File: src/rtl/simple_cpu_pkg.sv
// simple_cpu_pkg: shared widths, opcodes and FSM state encoding for the simple CPU core
package simple_cpu_pkg;
  localparam int DEF_ADDR_W = 8;
  localparam int DEF_DATA_W = 16;
  localparam logic [7:0] OP_NOP  = 8'h00;
  localparam logic [7:0] OP_LDI  = 8'h10;
  localparam logic [7:0] OP_LDM  = 8'h11;
  localparam logic [7:0] OP_ST   = 8'h20;
  localparam logic [7:0] OP_ADDI = 8'h30;
  localparam logic [7:0] OP_ADDM = 8'h31;
  localparam logic [7:0] OP_SUBI = 8'h40;
  localparam logic [7:0] OP_JZ   = 8'h60;
  localparam logic [7:0] OP_JMP  = 8'h70;
  localparam logic [7:0] OP_HALT = 8'hFF;
  localparam logic [1:0] ST_FETCH = 2'd0;
  localparam logic [1:0] ST_EXEC  = 2'd1;
  localparam logic [1:0] ST_HALT  = 2'd2;
endpackage

File: src/rtl/simple_cpu_alu.sv
// simple_cpu_alu: combinational add/subtract at DATA_W+1 bits, carry doubles as borrow on subtract
module simple_cpu_alu
  import simple_cpu_pkg::*;
#(
  parameter int DATA_W = DEF_DATA_W
) (
  input  logic [DATA_W-1:0] a,
  input  logic [DATA_W-1:0] b,
  input  logic              sub,
  output logic [DATA_W-1:0] result,
  output logic              carry
);
  logic [DATA_W:0] wide;
  always_comb begin
    wide = sub ? {1'b0, a} - {1'b0, b} : {1'b0, a} + {1'b0, b};
    result = wide[DATA_W-1:0];
    carry = wide[DATA_W];
  end
endmodule

File: src/rtl/simple_cpu_core.sv
// simple_cpu_core: FETCH/EXEC accumulator sequencer driving a 256x16 single-port RAM
module simple_cpu_core
  import simple_cpu_pkg::*;
#(
  parameter int                ADDR_W   = DEF_ADDR_W,
  parameter int                DATA_W   = DEF_DATA_W,
  parameter logic [ADDR_W-1:0] RESET_PC = '0
) (
  input  logic              clk,
  input  logic              rst,
  input  logic              run,
  input  logic [DATA_W-1:0] mem_rdata,
  output logic              mem_we,
  output logic [ADDR_W-1:0] mem_addr,
  output logic [DATA_W-1:0] mem_wdata,
  output logic [ADDR_W-1:0] pc,
  output logic [DATA_W-1:0] acc,
  output logic              zero,
  output logic              carry,
  output logic              halted,
  output logic              illegal
);
  logic [1:0]        state;
  logic [DATA_W-1:0] ir;
  logic [7:0]        op;
  logic [ADDR_W-1:0] opnd;
  logic [DATA_W-1:0] imm;
  logic [DATA_W-1:0] alu_b;
  logic [DATA_W-1:0] alu_res;
  logic              alu_c;
  always_comb begin
    op = ir[DATA_W-1 -: 8];
    opnd = ir[ADDR_W-1:0];
    imm = {{(DATA_W-8){1'b0}}, ir[7:0]};
    alu_b = (op == OP_ADDM) ? mem_rdata : imm;
    mem_addr = (state == ST_EXEC) ? opnd : pc;
    mem_we = (state == ST_EXEC) && (op == OP_ST) && !rst;
    mem_wdata = acc;
  end
  simple_cpu_alu #(.DATA_W(DATA_W)) u_alu (
    .a(acc),
    .b(alu_b),
    .sub(op == OP_SUBI),
    .result(alu_res),
    .carry(alu_c)
  );
  always_ff @(posedge clk) begin
    if (rst) begin
      pc <= RESET_PC;
      acc <= '0;
      ir <= '0;
      zero <= 1'b0;
      carry <= 1'b0;
      halted <= 1'b0;
      illegal <= 1'b0;
      state <= ST_FETCH;
    end else if (state == ST_FETCH) begin
      if (run) begin
        ir <= mem_rdata;
        pc <= pc + ADDR_W'(1);
        state <= ST_EXEC;
      end
    end else if (state == ST_EXEC) begin
      state <= ST_FETCH;
      case (op)
        OP_NOP, OP_ST: ;
        OP_LDI: begin
          acc <= imm;
          zero <= (imm == '0);
        end
        OP_LDM: begin
          acc <= mem_rdata;
          zero <= (mem_rdata == '0);
        end
        OP_ADDI, OP_ADDM, OP_SUBI: begin
          acc <= alu_res;
          carry <= alu_c;
          zero <= (alu_res == '0);
        end
        OP_JZ: if (zero) pc <= opnd;
        OP_JMP: pc <= opnd;
        OP_HALT: begin
          halted <= 1'b1;
          state <= ST_HALT;
        end
        default: begin
          halted <= 1'b1;
          illegal <= 1'b1;
          state <= ST_HALT;
        end
      endcase
    end
  end
endmodule

File: config.mk
export PLATFORM = sky130hd
export DESIGN_NAME = simple_cpu_core
export DESIGN_NICKNAME = d
export VERILOG_FILES = /design/src/rtl/simple_cpu_pkg.sv /design/src/rtl/simple_cpu_alu.sv /design/src/rtl/simple_cpu_core.sv
export SDC_FILE = /design/constraint.sdc
export NUM_CORES = 1
export LEC_CHECK = 0
export ABC_AREA = 0
export BUFFER_PORTS_ARGS = -buffer_cell sky130_fd_sc_hd__buf_2
export CAP_MARGIN = 20
export CORE_MARGIN = 2
export CORE_UTILIZATION = 61
export CTS_CLUSTER_SIZE = 8
export DETAILED_ROUTE_END_ITERATION = 12
export GPL_TIMING_DRIVEN = 0
export PLACE_DENSITY = 0.87
export SYNTH_ARGS = -nofsm -noshare
export SYNTH_HDL_FRONTEND = slang
export SYNTH_HIERARCHICAL = 1
export SYNTH_SLANG_ARGS = --single-unit
File: constraint.sdc
create_clock -name clk -period 12.58 [get_ports clk]
set_input_delay 0.629 -clock clk [delete_from_list [all_inputs] [get_ports clk]]
set_output_delay 0.629 -clock clk [all_outputs]
set_load 0.02 [all_outputs]
* Word-level counts from Yosys, hierarchy flattened
Index checks and enable logic that the tools add are counted.
** Word-level totals
- Output and inout port bits :: 53
- Register bits after elaboration :: 46
- Logic and storage cells :: 61
- Input bits :: 19
** Operators by class
- Equality and inequality tests :: 12
- $add $sub $neg :: 3
- Multiplexer cells :: 14
- Bitwise logic cells :: 3
- Reductions and logical operators :: 21
** Operator list (count)
- $logic_not A16 Y1 :: 3
- $pmux W16 S3 :: 1
- $mux W8 :: 5
- $eq A8 B6 Y1 const B :: 3
- $eq A8 B7 Y1 const B :: 3
- $add A16 B16 Y17 :: 1
- $mux W17 :: 1
- $sub A16 B16 Y17 :: 1
- $eq A8 B5 Y1 const B :: 2
- $mux W16 :: 1
- $pmux W8 S2 :: 1
- $reduce_and A3 Y1 :: 4
- $reduce_or A10 Y1 :: 1
- $reduce_or A9 Y1 :: 1
- $add A8 B1 Y8 const B :: 1
- $eq A8 B8 Y1 const B :: 1
- $logic_not A8 Y1 :: 1
- $mux W2 :: 4
- $reduce_bool A3 Y1 :: 2
- $reduce_and A2 Y1 :: 2
- $reduce_and A4 Y1 :: 1
- $ne A3 B3 Y1 const B :: 1
- $not A1 Y1 :: 3
- $pmux W1 S3 :: 1
- other kinds (7) :: 8

* Depth between registers and ports, before layout
- Depth in word-level cells :: 6
- Mapped depth :: 21
- Mapped depth without buffers :: 20

* Cells and area by module
Netlist, hierarchy kept.
** Modules (own cells, without submodules)
- simple_cpu_core :: times used 1, cells each 327, seq. area each 920.9 sq um, area an instance 2618.8 sq um
- simple_cpu_alu :: times used 1, cells each 160, seq. area each 0.0 sq um, area an instance 1178.6 sq um

* Worst setup path before layout
OpenSTA, ideal clock, no wires.
- Path kind :: reg-to-reg
- Start point :: register ir[9]
- End point :: register zero
- Path buffers :: 3
- Clock period less this slack :: 4.663 ns
- Cell stages (with the launch flop) :: 22
- Path slack :: 7.917 ns
- Setup time :: 0.087 ns
- Data arrival time :: 4.576 ns
- Data required time :: 12.493 ns
- Cells stage by stage :: dfxtp_1 -> or4_4 -> buf_6 -> nor3_2 -> buf_2 -> mux2_2 -> nor4_4 -> nand2_2 -> nor3b_2 -> a21oi_1 -> xnor2_1 -> ha_1 -> and3_1 -> buf_6 -> nand3_1 -> o21ai_0 -> xnor2_1 -> nor4_1 -> nand4_1 -> a21oi_1 -> a31oi_1 -> o31ai_1
** On the way
- Cells in the longest elaborated chain, start to end :: 6
- Elaborated cells on any way between the ends :: 14
- Classes of those cells :: add/sub: 2; eq/ne: 5; mux: 3; reduce/logical: 4
** RTL lines
- from (decl) :: line simple_cpu_core.sv:24 : logic [DATA_W-1:0] ir;
- from (signal assigned) :: line simple_cpu_core.sv:59 : ir <= mem_rdata;
- $eq A8 B6 Y1 (*) :: line simple_cpu_core.sv:35 : alu_b = (op == OP_ADDM) ? mem_rdata : imm;
- $mux W16 (*) :: line simple_cpu_core.sv:35
- named net alu_b[6] :: line simple_cpu_core.sv:28 : logic [DATA_W-1:0] alu_b;
- $add A16 B16 Y17 / $sub A16 B16 Y17 (equally long branches) :: line simple_cpu_alu.sv:15 : wide = sub ? {1'b0, a} - {1'b0, b} : {1'b0, a} + {1'b0, b};
- $mux W17 (*) :: line simple_cpu_alu.sv:15
- named net alu_res[15] :: line simple_cpu_core.sv:29 : logic [DATA_W-1:0] alu_res;
- $logic_not A16 Y1 (*) :: line simple_cpu_core.sv:78 : zero <= (alu_res == '0);
- $pmux W1 S3 (*) :: line simple_cpu_core.sv:65 : case (op)
- to (signal assigned) :: line simple_cpu_core.sv:69 : zero <= (imm == '0);
- to (signal assigned) :: line simple_cpu_core.sv:73 : zero <= (mem_rdata == '0);
- to (signal assigned) :: line simple_cpu_core.sv:78
- to (decl) :: line simple_cpu_core.sv:18 : output logic zero,
The timed path passes the listed nets; every way through them passes the cells marked *.
A chain may end at the register's enable or synchronous reset.

* Worst setup path in the final report
Ends and elaborated chain as after synthesis.

==> impl_results.md <==
* Residual DRC count at 0
* CP Class: flop to flop
* Seq/Total Area, Yosys at 0.2425
* Worst path buffer plus inverter count at 3
* Ys async rst share at 0
* Final setup fails at 0
* Yosys warns at 6
* Max Cap Viol at 0
* Max Transition Viols Final at 0
* TritonCTS clock tree: done
* Final Critical Period at approximately 5.7 ns
* CTS Buffer Depth at 2
* Worst-path clk slew at approximately 0.10 ns
* Fin area at between 4000 and 5000 sq um
* CTS Buf Count at 5
* NumNets Final at approximately 600
* Vias at roughly 4000
* Core area at 5956 sq um
* Unrepaired setup endpoints after global routing: no
* Static leakage at between 1.5 and 2 nW
* Max Clk Rate at between 150 and 200 MHz
* Mapped Nets at ~530
* Vias in the first global route at about 3600
* Initial DRC Count at roughly 400
* Htree depth at 2
* Row Count at 28
* Sequential power share at 0.338
* Area of placed instances at ~4200 sq um
* Worst slew pin tran at 0.9418 ns
* IO buf count at 71
* Required time of the critical path at roughly 13 ns
* Synthesized flop and latch total at between 40 and 50
* Clk pwr share at 0.245
* Clk Latency, worst-skew pair at roughly 0.31 ns
* DP Worst Slack at approximately 7 ns
* Hold buffer count at CTS at 0
* CP Capture Type: flop
* Clk_skew at 0.01263 ns
* Relative slew slack at 0.3673
* DR WL/cell at roughly 17 microns
* # IOs at 72
* Root Buffer: clkbuf_8
* Comb pwr share at 0.416
* Global-route usage over all layers at 0.3038
* Cell Area, Synth at ~3800 sq um
* Post-route setup TNS at 0 ns
* Pwr/cell area at around 110 nW/um^2
* DRT Pass-1 Iters at 6
* Routability cong. at 0.9474
* Sw Ratio at 0.3941
* Drt total wl at around 11 mm
* # clock sinks at 46
* Vias/cell at roughly 6.2
* ANT cells at 0
* CP arrival at approximately 6 ns
* Top cell family by delay on the critical path: simple AND/OR/NAND/NOR gates
* Detailed Place HPWL at 8.341 mm
* Die Y at just over 80 microns
* Max Fanout on Critical Path at 10
* Startpoint Class: flop
* CP Cell Sequence: or4_4, buf_6, nor3_2, buf_2, mux2_2, nor4_4, nand2_2, nor3b_2, a21oi_1, xnor2_1, ha_1, and3_1, buf_6, nand3_1, o21ai_0, xnor2_1, nor4_1, nand4_1, a21oi_1, a31oi_1, o31ai_1
* Hold Crit Class: flop to flop
* Design Power at 0.4803 mW
* Avg Cell Area, Syn at around 7.8 sq um
* Post-synthesis instance total at around 490
* Number of flops mapped to enable cells by yosys at 0
* Hold Vio Cnt, Final at 0
* Gates resized, CTS repair at 0
* Die area at 6872 sq um
* Die width at 82.90 microns
* Final antenna-violating net count at 0
* Post-synth top flop: dfxtp_1
* Internal at 0.2910 mW
* Remaining global-route overflow at 0
* Initial antenna violation count at 0
* Sw power at between 0.15 and 0.2 mW
* Share of layout cells above drive strength 1 at 0.2509
* VDD IR max at 77.11 uV
* Setup WS post-layout at ~6.9 ns
* Crit path largest cell delay at about 0.54 ns
* Initial cell density of the core at 0.6376
* Post-synth cell types at 64
* Status: finished, final reports clean
* Layout area overhead at 14.73%
* Final period utilization at 0.4523
* Worst path slowest cell: or4_4
* Largest net degree at the start of global routing at 15
* First-pass GRT wire length at between 15 and 20 mm
* Post-CTS Setup Bufs at 0
## flip-flops by register name (all words and copies together) (netlist names)
register	count
ir	16
carry	1
halted	1
acc	16
pc	8
zero	1
illegal	1
state	2
## worst register-to-register path: stages, from the launching register on
cell	delay [ns]
dfxtp_1	0.35
or4_4	0.54
buf_6	0.16
nor3_2	0.54
buf_2	0.31
mux2_2	0.42
nor4_4	0.39
nand2_2	0.12
nor3b_2	0.25
a21oi_1	0.12
xnor2_1	0.18
ha_1	0.40
and3_1	0.20
buf_6	0.11
nand3_1	0.11
o21ai_0	0.28
xnor2_1	0.16
nor4_1	0.38
nand4_1	0.16
a21oi_1	0.17
a31oi_1	0.06
o31ai_1	0.22
## cells in the final DEF (no fill, tap or decap), drive strengths merged, types with 5 or more instances in the layout
master   n
xnor2   21
a211oi  11
and3     5
clkbuf  20
nand3    5
and2    11
mux2    17
buf     97
nor2    40
o21ai   17
nand2b   7
a22o     9
xor2     6
nand2   75
a222oi   8
nand4    7
dfxtp   46
nor3     7
ha      18
a21oi   62
nor4    14
inv     13
## power groups by stage
stage	Sequential (mW)	Clock, mW	Combinational [mW]
global placement	0.165	0	0.187
finish	0.163	0.118	0.200
floorplan	0.167	0	0.145
detailed placement	0.166	0	0.193
global route	0.164	0.123	0.214
CTS	0.162	0.117	0.195
## per-stage QoR
stage          utilization  hold WS, ns  std cells
2_1_floorplan            -       0.4611        487
3_3_place_gp        0.7130       0.4510        633
3_5_place_dp        0.7130       0.4662        633
4_1_cts             0.7315       0.4856        641
5_1_grt             0.7315       0.5133        641
6_report            0.7315       0.4801        641
## cells by family after synthesis
family	synth area share
and+or+nand+nor	0.2501
AOI/OAI and AO/OA	0.2451
buffers and inverters	0.07710
DFF	0.2425
xor gates and xnor gates	0.06227
muxes	0.05832
adders and majority gates	0.06458
## layout make-up
type                            instances  area, sq um
Clock buffer                            6        72.57
Tap cell                               75        93.84
Inverter                               13        48.80
Buffer                                 40        244.0
Timing Repair Buffer                   71        355.3
Fill cell                             490         1599
Multi-Input combinational cell        388         2584
Sequential cell                        46        920.9
Clock inverter                          2        37.54
## worst paths after layout
kind                     endpoint  slack [ns]  cells past startpoint            startpoint
max             zero$_SDFFE_PP0P_        6.89                     21    ir[9]$_SDFFE_PP0P_
min          illegal$_SDFFE_PP0P_        0.48                      2  illegal$_SDFFE_PP0P_
max reg2reg     zero$_SDFFE_PP0P_        6.89                     21    ir[9]$_SDFFE_PP0P_
min reg2reg  illegal$_SDFFE_PP0P_        0.48                      2  illegal$_SDFFE_PP0P_
## per-layer routing
| metal | vias to the layer above | global-route usage | share of wire |
|---|---|---|---|
| met5 | - | 0 | 0 |
| met4 | 0 | 0.1148 | 0.029 |
| met3 | 36 | 0.03777 | 0.075 |
| met2 | 224 | 0.5169 | 0.48 |
| met1 | 1829 | 0.3920 | 0.42 |
| li1 | 1910 | - | - |
## synth_stat cells (2+ instances only)
cell       n  area [sq um]
a211oi_1   9         67.56
a21o_1     2         15.01
a21oi_1   61         305.3
a222oi_1   8         80.08
a22o_1     9         78.83
a31oi_1    4         25.02
and2_1    11         68.82
and3_1     5         31.28
buf_2      6         30.03
buf_4     17         127.6
buf_6      3         33.78
clkbuf_1  14         52.55
dfxtp_1   46         920.9
ha_1      18         225.2
inv_1     13         48.80
mux2_2    17         191.4
mux2i_1    3         30.03
nand2_1   74         277.8
nand2b_1   7         43.79
nand3_1    5         25.02
nand3b_1   2         15.01
nand4_1    7         43.79
nor2_1    40         150.1
nor2b_1    2         12.51
nor3_1     5         25.02
nor3_2     2         20.02
nor3b_1    3         22.52
nor4_1    12         75.07
o211ai_1   4         30.03
o21ai_0   14         70.07
o21ai_1    2         10.01
o31ai_1    3         22.52
or3_1      3         18.77
xnor2_1   21         183.9
xor2_1     6         52.55
No activity file was read; power rests on OpenSTA's default activity.
